===== src/rtl/efuse_access_arb_if.sv =====
// Bundle of every signal between efuse_access_arb, its requesters and the
// shared efuse read/write engine.
//   slave  : the arbiter's view (requests and engine status in; grants,
//            responses and engine commands out)
//   master : the surroundings' view (requesters plus engine)
// Requester vectors are packed with requester i at [i*W +: W].
interface efuse_access_arb_if #(
  parameter int NUM_REQ = 3,
  parameter int NR      = 64,
  parameter int NW      = 64,
  parameter int SEL_W   = 2
);
  logic [NUM_REQ-1:0]       req_vld;
  logic [NUM_REQ-1:0]       req_wr;
  logic [NUM_REQ*SEL_W-1:0] req_sel;
  logic [NUM_REQ*NW-1:0]    req_wdata;
  logic [NUM_REQ-1:0]       req_gnt;
  logic [NUM_REQ-1:0]       rsp_done;
  logic                     rsp_err;
  logic [NR-1:0]            rsp_rdata;
  logic                     read_start;
  logic                     write_start;
  logic [SEL_W-1:0]         efuse_read_sel;
  logic [SEL_W-1:0]         efuse_write_sel;
  logic [NW-1:0]            write_data;
  logic                     read_done;
  logic [NR-1:0]            read_data;
  logic                     write_done;
  logic                     efuse_busy_read;
  logic                     efuse_busy_write;
  logic                     arb_busy;

  modport slave (
    input  req_vld, req_wr, req_sel, req_wdata,
    input  read_done, read_data, write_done, efuse_busy_read, efuse_busy_write,
    output req_gnt, rsp_done, rsp_err, rsp_rdata,
    output read_start, write_start, efuse_read_sel, efuse_write_sel, write_data,
    output arb_busy
  );

  modport master (
    output req_vld, req_wr, req_sel, req_wdata,
    output read_done, read_data, write_done, efuse_busy_read, efuse_busy_write,
    input  req_gnt, rsp_done, rsp_err, rsp_rdata,
    input  read_start, write_start, efuse_read_sel, efuse_write_sel, write_data,
    input  arb_busy
  );
endinterface


===== src/rtl/efuse_access_arb.sv =====
// Shares one efuse read/write engine between NUM_REQ requesters. Requester 0
// (PMU autoload) has fixed top priority; the others are served round robin.
// The winner's command is latched at grant, a single start pulse is sent to
// the engine, and the op ends on the rising edge of the matching done or on
// a TIMEOUT_CYC timeout. Read data and a done/error pulse go back to the owner.
// Ports:
//   clk  - clock
//   rst  - asynchronous active-high reset
//   bus  - efuse_access_arb_if.slave: requester handshake (req_vld/req_wr/
//          req_sel/req_wdata in, req_gnt/rsp_done/rsp_err/rsp_rdata out),
//          engine command (read_start/write_start/efuse_*_sel/write_data out,
//          read_done/read_data/write_done/efuse_busy_* in), arb_busy out.
module efuse_access_arb #(
  parameter int NUM_REQ     = 3,
  parameter int NR          = 64,
  parameter int NW          = 64,
  parameter int SEL_W       = 2,
  parameter int TIMEOUT_CYC = 4095
) (
  input logic                clk,
  input logic                rst,
  efuse_access_arb_if.slave  bus
);

  localparam int PTR_W = $clog2(NUM_REQ);
  localparam int CNT_W = $clog2(TIMEOUT_CYC + 1);

  typedef enum logic [1:0] {IDLE, START, WAIT, DONE} state_t;

  state_t             state;
  logic [PTR_W-1:0]   rr_ptr;
  logic [PTR_W-1:0]   owner;
  logic [PTR_W-1:0]   win;
  logic               wr_l;
  logic [CNT_W-1:0]   cnt;
  logic               read_done_q;
  logic               write_done_q;
  logic               done_rise;
  logic               go;
  logic [NUM_REQ-1:0] vld_sh;
  int                 idx;

  // Winner: requester 0 if asking, else the first asking requester at or
  // after rr_ptr, cycling over 1..NUM_REQ-1. The loop runs from the farthest
  // candidate down so the nearest one is the last to overwrite win.
  always_comb begin
    win    = '0;
    idx    = 0;
    vld_sh = '0;
    if (!bus.req_vld[0]) begin
      for (int k = NUM_REQ - 2; k >= 0; k--) begin
        idx = int'(rr_ptr) + k;
        if (idx >= NUM_REQ) idx = idx - (NUM_REQ - 1);
        vld_sh = bus.req_vld >> idx;
        if (vld_sh[0]) win = PTR_W'(idx);
      end
    end
  end

  assign go = (|bus.req_vld) & ~bus.efuse_busy_read & ~bus.efuse_busy_write;

  // Only the done belonging to the latched direction counts; the other is ignored.
  assign done_rise = wr_l ? (bus.write_done & ~write_done_q)
                          : (bus.read_done & ~read_done_q);

  always_ff @(posedge clk or posedge rst) begin
    if (rst) begin
      state               <= IDLE;
      rr_ptr              <= PTR_W'(1);
      owner               <= '0;
      wr_l                <= 1'b0;
      cnt                 <= '0;
      read_done_q         <= 1'b0;
      write_done_q        <= 1'b0;
      bus.req_gnt         <= '0;
      bus.rsp_done        <= '0;
      bus.rsp_err         <= 1'b0;
      bus.rsp_rdata       <= '0;
      bus.read_start      <= 1'b0;
      bus.write_start     <= 1'b0;
      bus.efuse_read_sel  <= '0;
      bus.efuse_write_sel <= '0;
      bus.write_data      <= '0;
      bus.arb_busy        <= 1'b0;
    end else begin
      read_done_q     <= bus.read_done;
      write_done_q    <= bus.write_done;
      bus.read_start  <= 1'b0;
      bus.write_start <= 1'b0;
      case (state)
        IDLE: begin
          if (go) begin
            owner               <= win;
            wr_l                <= bus.req_wr[win];
            bus.efuse_read_sel  <= bus.req_sel[int'(win)*SEL_W +: SEL_W];
            bus.efuse_write_sel <= bus.req_sel[int'(win)*SEL_W +: SEL_W];
            bus.write_data      <= bus.req_wdata[int'(win)*NW +: NW];
            bus.req_gnt         <= {{(NUM_REQ-1){1'b0}}, 1'b1} << win;
            bus.arb_busy        <= 1'b1;
            state               <= START;
          end
        end
        START: begin
          if (wr_l) bus.write_start <= 1'b1;
          else      bus.read_start  <= 1'b1;
          cnt   <= '0;
          state <= WAIT;
        end
        WAIT: begin
          if (done_rise) begin
            if (!wr_l) bus.rsp_rdata <= bus.read_data;
            bus.rsp_err  <= 1'b0;
            bus.rsp_done <= bus.req_gnt;
            state        <= DONE;
          end else if (cnt == CNT_W'(TIMEOUT_CYC)) begin
            bus.rsp_err  <= 1'b1;
            bus.rsp_done <= bus.req_gnt;
            state        <= DONE;
          end else begin
            cnt <= cnt + 1'b1;
          end
        end
        DONE: begin
          bus.rsp_done <= '0;
          bus.rsp_err  <= 1'b0;
          bus.req_gnt  <= '0;
          bus.arb_busy <= 1'b0;
          // Requester 0 sits outside the rotation, so its wins leave rr_ptr alone.
          if (owner != '0) begin
            rr_ptr <= (owner == PTR_W'(NUM_REQ - 1)) ? PTR_W'(1) : owner + 1'b1;
          end
          state <= IDLE;
        end
        default: state <= IDLE;
      endcase
    end
  end

endmodule


===== src/flat_wrapper.sv =====
// flat-port wrapper written by rule: the top's interface ports become plain ports
module efuse_access_arb_flat 
#(
  parameter int NUM_REQ     = 3,
  parameter int NR          = 64,
  parameter int NW          = 64,
  parameter int SEL_W       = 2,
  parameter int TIMEOUT_CYC = 4095
)
  (clk, rst, bus_req_vld, bus_req_wr, bus_req_sel, bus_req_wdata, bus_read_done, bus_read_data, bus_write_done, bus_efuse_busy_read, bus_efuse_busy_write, bus_req_gnt, bus_rsp_done, bus_rsp_err, bus_rsp_rdata, bus_read_start, bus_write_start, bus_efuse_read_sel, bus_efuse_write_sel, bus_write_data, bus_arb_busy);
  efuse_access_arb_if #(.NUM_REQ(NUM_REQ), .NR(NR), .NW(NW), .SEL_W(SEL_W)) bus_i ();
  input logic clk;
  input logic rst;
  input wire logic [$bits(bus_i.req_vld)-1:0] bus_req_vld;
  input wire logic [$bits(bus_i.req_wr)-1:0] bus_req_wr;
  input wire logic [$bits(bus_i.req_sel)-1:0] bus_req_sel;
  input wire logic [$bits(bus_i.req_wdata)-1:0] bus_req_wdata;
  input wire logic [$bits(bus_i.read_done)-1:0] bus_read_done;
  input wire logic [$bits(bus_i.read_data)-1:0] bus_read_data;
  input wire logic [$bits(bus_i.write_done)-1:0] bus_write_done;
  input wire logic [$bits(bus_i.efuse_busy_read)-1:0] bus_efuse_busy_read;
  input wire logic [$bits(bus_i.efuse_busy_write)-1:0] bus_efuse_busy_write;
  output wire logic [$bits(bus_i.req_gnt)-1:0] bus_req_gnt;
  output wire logic [$bits(bus_i.rsp_done)-1:0] bus_rsp_done;
  output wire logic [$bits(bus_i.rsp_err)-1:0] bus_rsp_err;
  output wire logic [$bits(bus_i.rsp_rdata)-1:0] bus_rsp_rdata;
  output wire logic [$bits(bus_i.read_start)-1:0] bus_read_start;
  output wire logic [$bits(bus_i.write_start)-1:0] bus_write_start;
  output wire logic [$bits(bus_i.efuse_read_sel)-1:0] bus_efuse_read_sel;
  output wire logic [$bits(bus_i.efuse_write_sel)-1:0] bus_efuse_write_sel;
  output wire logic [$bits(bus_i.write_data)-1:0] bus_write_data;
  output wire logic [$bits(bus_i.arb_busy)-1:0] bus_arb_busy;
  assign bus_i.req_vld = bus_req_vld;
  assign bus_i.req_wr = bus_req_wr;
  assign bus_i.req_sel = bus_req_sel;
  assign bus_i.req_wdata = bus_req_wdata;
  assign bus_i.read_done = bus_read_done;
  assign bus_i.read_data = bus_read_data;
  assign bus_i.write_done = bus_write_done;
  assign bus_i.efuse_busy_read = bus_efuse_busy_read;
  assign bus_i.efuse_busy_write = bus_efuse_busy_write;
  assign bus_req_gnt = bus_i.req_gnt;
  assign bus_rsp_done = bus_i.rsp_done;
  assign bus_rsp_err = bus_i.rsp_err;
  assign bus_rsp_rdata = bus_i.rsp_rdata;
  assign bus_read_start = bus_i.read_start;
  assign bus_write_start = bus_i.write_start;
  assign bus_efuse_read_sel = bus_i.efuse_read_sel;
  assign bus_efuse_write_sel = bus_i.efuse_write_sel;
  assign bus_write_data = bus_i.write_data;
  assign bus_arb_busy = bus_i.arb_busy;
  efuse_access_arb #(.NUM_REQ(NUM_REQ), .NR(NR), .NW(NW), .SEL_W(SEL_W), .TIMEOUT_CYC(TIMEOUT_CYC)) u_core (.clk(clk), .rst(rst), .bus(bus_i));
endmodule

===== config.mk =====
export PLATFORM = sky130hd
export DESIGN_NAME = efuse_access_arb_flat
export DESIGN_NICKNAME = d
export VERILOG_FILES = /design/src/rtl/efuse_access_arb_if.sv /design/src/rtl/efuse_access_arb.sv /design/src/flat_wrapper.sv
export SDC_FILE = /design/constraint.sdc
export NUM_CORES = 1
export LEC_CHECK = 0
export ABC_AREA = 1
export CAP_MARGIN = 10
export CORE_AREA = 2 2 162 164
export DETAILED_ROUTE_END_ITERATION = 8
export DIE_AREA = 0 0 164 166
export GPL_TIMING_DRIVEN = 0
export PLACE_DENSITY_LB_ADDON = 0.3
export REMOVE_ABC_BUFFERS = 1
export SYNTH_ARGS = -nofsm -noshare
export SYNTH_HDL_FRONTEND = slang
export SYNTH_SLANG_ARGS = --single-unit

===== constraint.sdc =====
create_clock -name clk -period 6.5 [get_ports clk]
set_input_delay 0.65 -clock clk [delete_from_list [all_inputs] [get_ports clk]]
set_output_delay 0.65 -clock clk [all_outputs]
set_load 0.02 [all_outputs]

==> results.tsv <==
stage	metric	value	unit
setup_path	WP data required	6820	ps
die	row cnt	59	
clock_tree	CTS clock-pin slew for the worst setup and hold paths	70	ps
global_route	initial antenna violation count	1	
global_route	GR met1 Demand/Resource	0.262	
clock_tree	Max Root-Sink Buffers	2	
route	Post-Route WL	30600	µm
die	Die Ht	166	µm
global_route	first-pass GRT wire length	46600	µm
final_layout	Layout fillers	2354	
global_route	total track usage	0.219	
timing	setup ws final	2530	ps
hold_path	beginning of the worst hold path	u_core.owner[1]$_DFFE_PP0P_	
setup_path	most used cell, CP	nand3_1	
setup_path	crit-path max cell delay	690	ps
route	total number of vias	8722	
clock_tree	CTS tree	yes	
global_route	largest net degree at the start of global routing	98	
pwr	Total Power	0.00615	W
run_status	run status	finished, final reports clean	
setup_path	Crit Path Max Fanout	72	
route	wire per inst	16.9	µm
setup_path	CP Launch Type	primary input	
yosys	top cells by count, synth	nand3_1, nand2_1, dfrtp_1	
clock_tree	# clock sinks	161	
timing	Final period util	0.611	
setup_path	critical path, cell by cell	clkdlybuf4s50_1 -> inv_4 -> nand3_1 -> nand3_1 -> nand2_1 -> o21ai_4 -> nand2_4 -> nand3_1 -> nand3_1 -> nand2_1 -> inv_1	
yosys	synthesized area	8810	µm²
yosys	Yosys warning count	0	
clock_tree	Worst-Skew Late Latency	430	ps
yosys	top cells by area, synth	dfrtp_1, nand3_1, nand2_1	
die	Die Wd	164	µm
yosys	#FFs+latches synth	161	
yosys	async set-reset flop share out of synthesis	1.00	
timing	Clock Skew	22.1	ps
pwr	PD cells	443	nW/µm²
yosys	sequential element share of the synthesized area	0.458	
die	die area	27200	µm²
setup_path	CP endpoint kind	flip-flop	
setup_path	reg2reg start	u_core.rr_ptr[0]$_DFFE_PP1P_	
yosys	Synth area leader	dfrtp_1	
yosys	Post-synth EDFFs	0	
yosys	Syn Inst Count	1081	
timing	RSZ-0062 raised after global routing	false	
die	Top-Level Pins	416	
global_route	met2 usage	0.369	
final_layout	Final #Nets	1737	
timing	Final setup viols	0	
hold_path	Hold WC Path Type	reg2reg	
clock_tree	post-CTS sizing	0	
final_layout	layout cells sized above 1	0.135	
route	DRC	0	
setup_path	crit path max-delay cell type	nand2_4	
route	Post-DRT Antenna Nets	0	
flow_run	max-cap viol count	0	
timing	fin crit period	3970	ps
global_route	total gr overflow	0	
yosys	most used flip-flop cell after synthesis	dfrtp_1	
yosys	top cell type's share of synthesized area	0.455	
final_layout	area grow syn2layout	57.6	%
yosys	most common cell in the netlist	nand3_1	
timing	final hold violation count	0	
clock_tree	postcts setup bufs	0	
setup_path	critical path launch point	bus_req_vld[0]	
clock_tree	cts hold-fix bufs	0	
clock_tree	Clk Tree Root Cell	clkbuf_16	
yosys	Synth cell types	27	
route	DRT iter0 DRCs	540	
timing	Fin Hold WS	486	ps
placed_design	PortBufs	415	
route	vias per cell	4.84	
final_layout	Final Core Density	0.542	
clock_tree	Num CTS Buffers	17	
die	core box area	25600	µm²
placed_design	detailed-placement wirelength estimate	21700	µm
global_route	grt met3 use	0.0674	
timing	max_slew headroom	0.361	
yosys	syn avg cell area	8.15	µm²
timing	fmax	252	MHz
placed_design	placer's final routability congestion estimate	0.854	
setup_path	critical path type	in2reg	
setup_path	Critical Path AT	4290	ps
timing	worst slew pin tran	958	ps
pwr	P_leak	6.52	nW
clock_tree	H-tree depth	4	
timing	Final Slew Violations	0	
placed_design	pre-CTS setup slack	2120	ps
route	drt pass-1 iters	5	
global_route	gr busiest metal	met2	
pwr	Worst VDD drop	0.246	mV
die	Initial Utilization	0.344	
global_route	vias in the first global route	8429	
flip-flops by register name, summed over array words and instances (netlist names), 2 cells and up:
name / cells
u_core.bus.efuse_read_sel: 2
u_core.bus.rsp_done: 3
u_core.cnt: 12
u_core.bus.rsp_rdata: 64
u_core.state: 2
u_core.owner: 2
u_core.rr_ptr: 2
u_core.bus.req_gnt: 3
u_core.bus.write_data: 64
layer usage:
| layer | part of all wire | wire [µm] |
|---|---|---|
| met5 | 0 | 0 |
| met4 | 0.032 | 988 |
| met3 | 0.096 | 2930 |
| met2 | 0.48 | 14700 |
| met1 | 0.39 | 12000 |
through the flow:
step	instances	area, µm²	setup TNS (ps)
after floorplan	1015	8440	0
after global placement	1765	13000	-358140
after detailed placement	1771	13200	0
after CTS	1802	13900	0
after global routing	1803	13900	0
final	1803	13900	0
worst paths after layout:
path                                                         end  slack, ps  cells after the start
max                         u_core.bus.write_data[5]$_DFFE_PP0P_       2530                     11
min                                  u_core.owner[1]$_DFFE_PP0P_        490                      2
min reg2reg                          u_core.owner[1]$_DFFE_PP0P_        490                      2
max reg2reg                u_core.bus.write_data[26]$_DFFE_PP0P_       2840                     12
min in group asynchronous   u_core.bus.rsp_rdata[28]$_DFFE_PP0P_        700                      2
max in group asynchronous  u_core.bus.write_data[21]$_DFFE_PP0P_       4930                      3
cell type report:
type                    count  area, µm²  area share
repair buffers            421       4300       0.310
flip-flops and latches    161       4030       0.290
multi-input cells         680       3800       0.273
inverters                 174        666      0.0479
clock buffers              17        425      0.0306
well taps                 335        419      0.0302
clock inverters            14        239      0.0172
diodes                      1       2.50    0.000180
report_power, final:
group / switching, W / total (W) / internal (W)
Clock: 0.000454 / 0.00115 / 0.000697
Sequential: 0.000223 / 0.00167 / 0.00145
Combinational: 0.00182 / 0.00332 / 0.00150
cells in the final DEF (no fill, tap or decap), types with 4 or more instances in the layout:
cell	instances
a21oi_1	5
buf_16	4
bufinv_16	5
clkbuf_16	17
clkdlybuf4s50_1	415
dfrtp_1	160
ha_1	8
inv_1	151
inv_2	20
inv_6	4
inv_8	5
mux2_2	64
nand2_1	190
nand3_1	284
nand4_1	4
nor2_1	15
o21ai_0	13
o31ai_1	7
or2_2	67
xor2_1	8
critical path: cells and delay by family:
family	cells	cell delay (ps)
AOI/OAI and AO/OA	1	610
buffers and inverters	3	1120
and+or+nand+nor	7	1740
logic make-up (layout without fill, tap and decap cells):
kind of cell             Yosys count  count (layout)  share of synthesized area
multiplexers                      64              64                     0.0818
AND/OR/NAND/NOR                  567             567                      0.303
buffers and inverters            240             626                      0.116
XOR/XNOR                           9               9                    0.00895
other                              0               1                          0
AO/OA/AOI/OAI                     32              32                     0.0212
flip-flops                       161             161                      0.458
adder cells (fa/ha/maj)            8               8                     0.0114
Note: power is estimated with default switching activity, not from simulation.
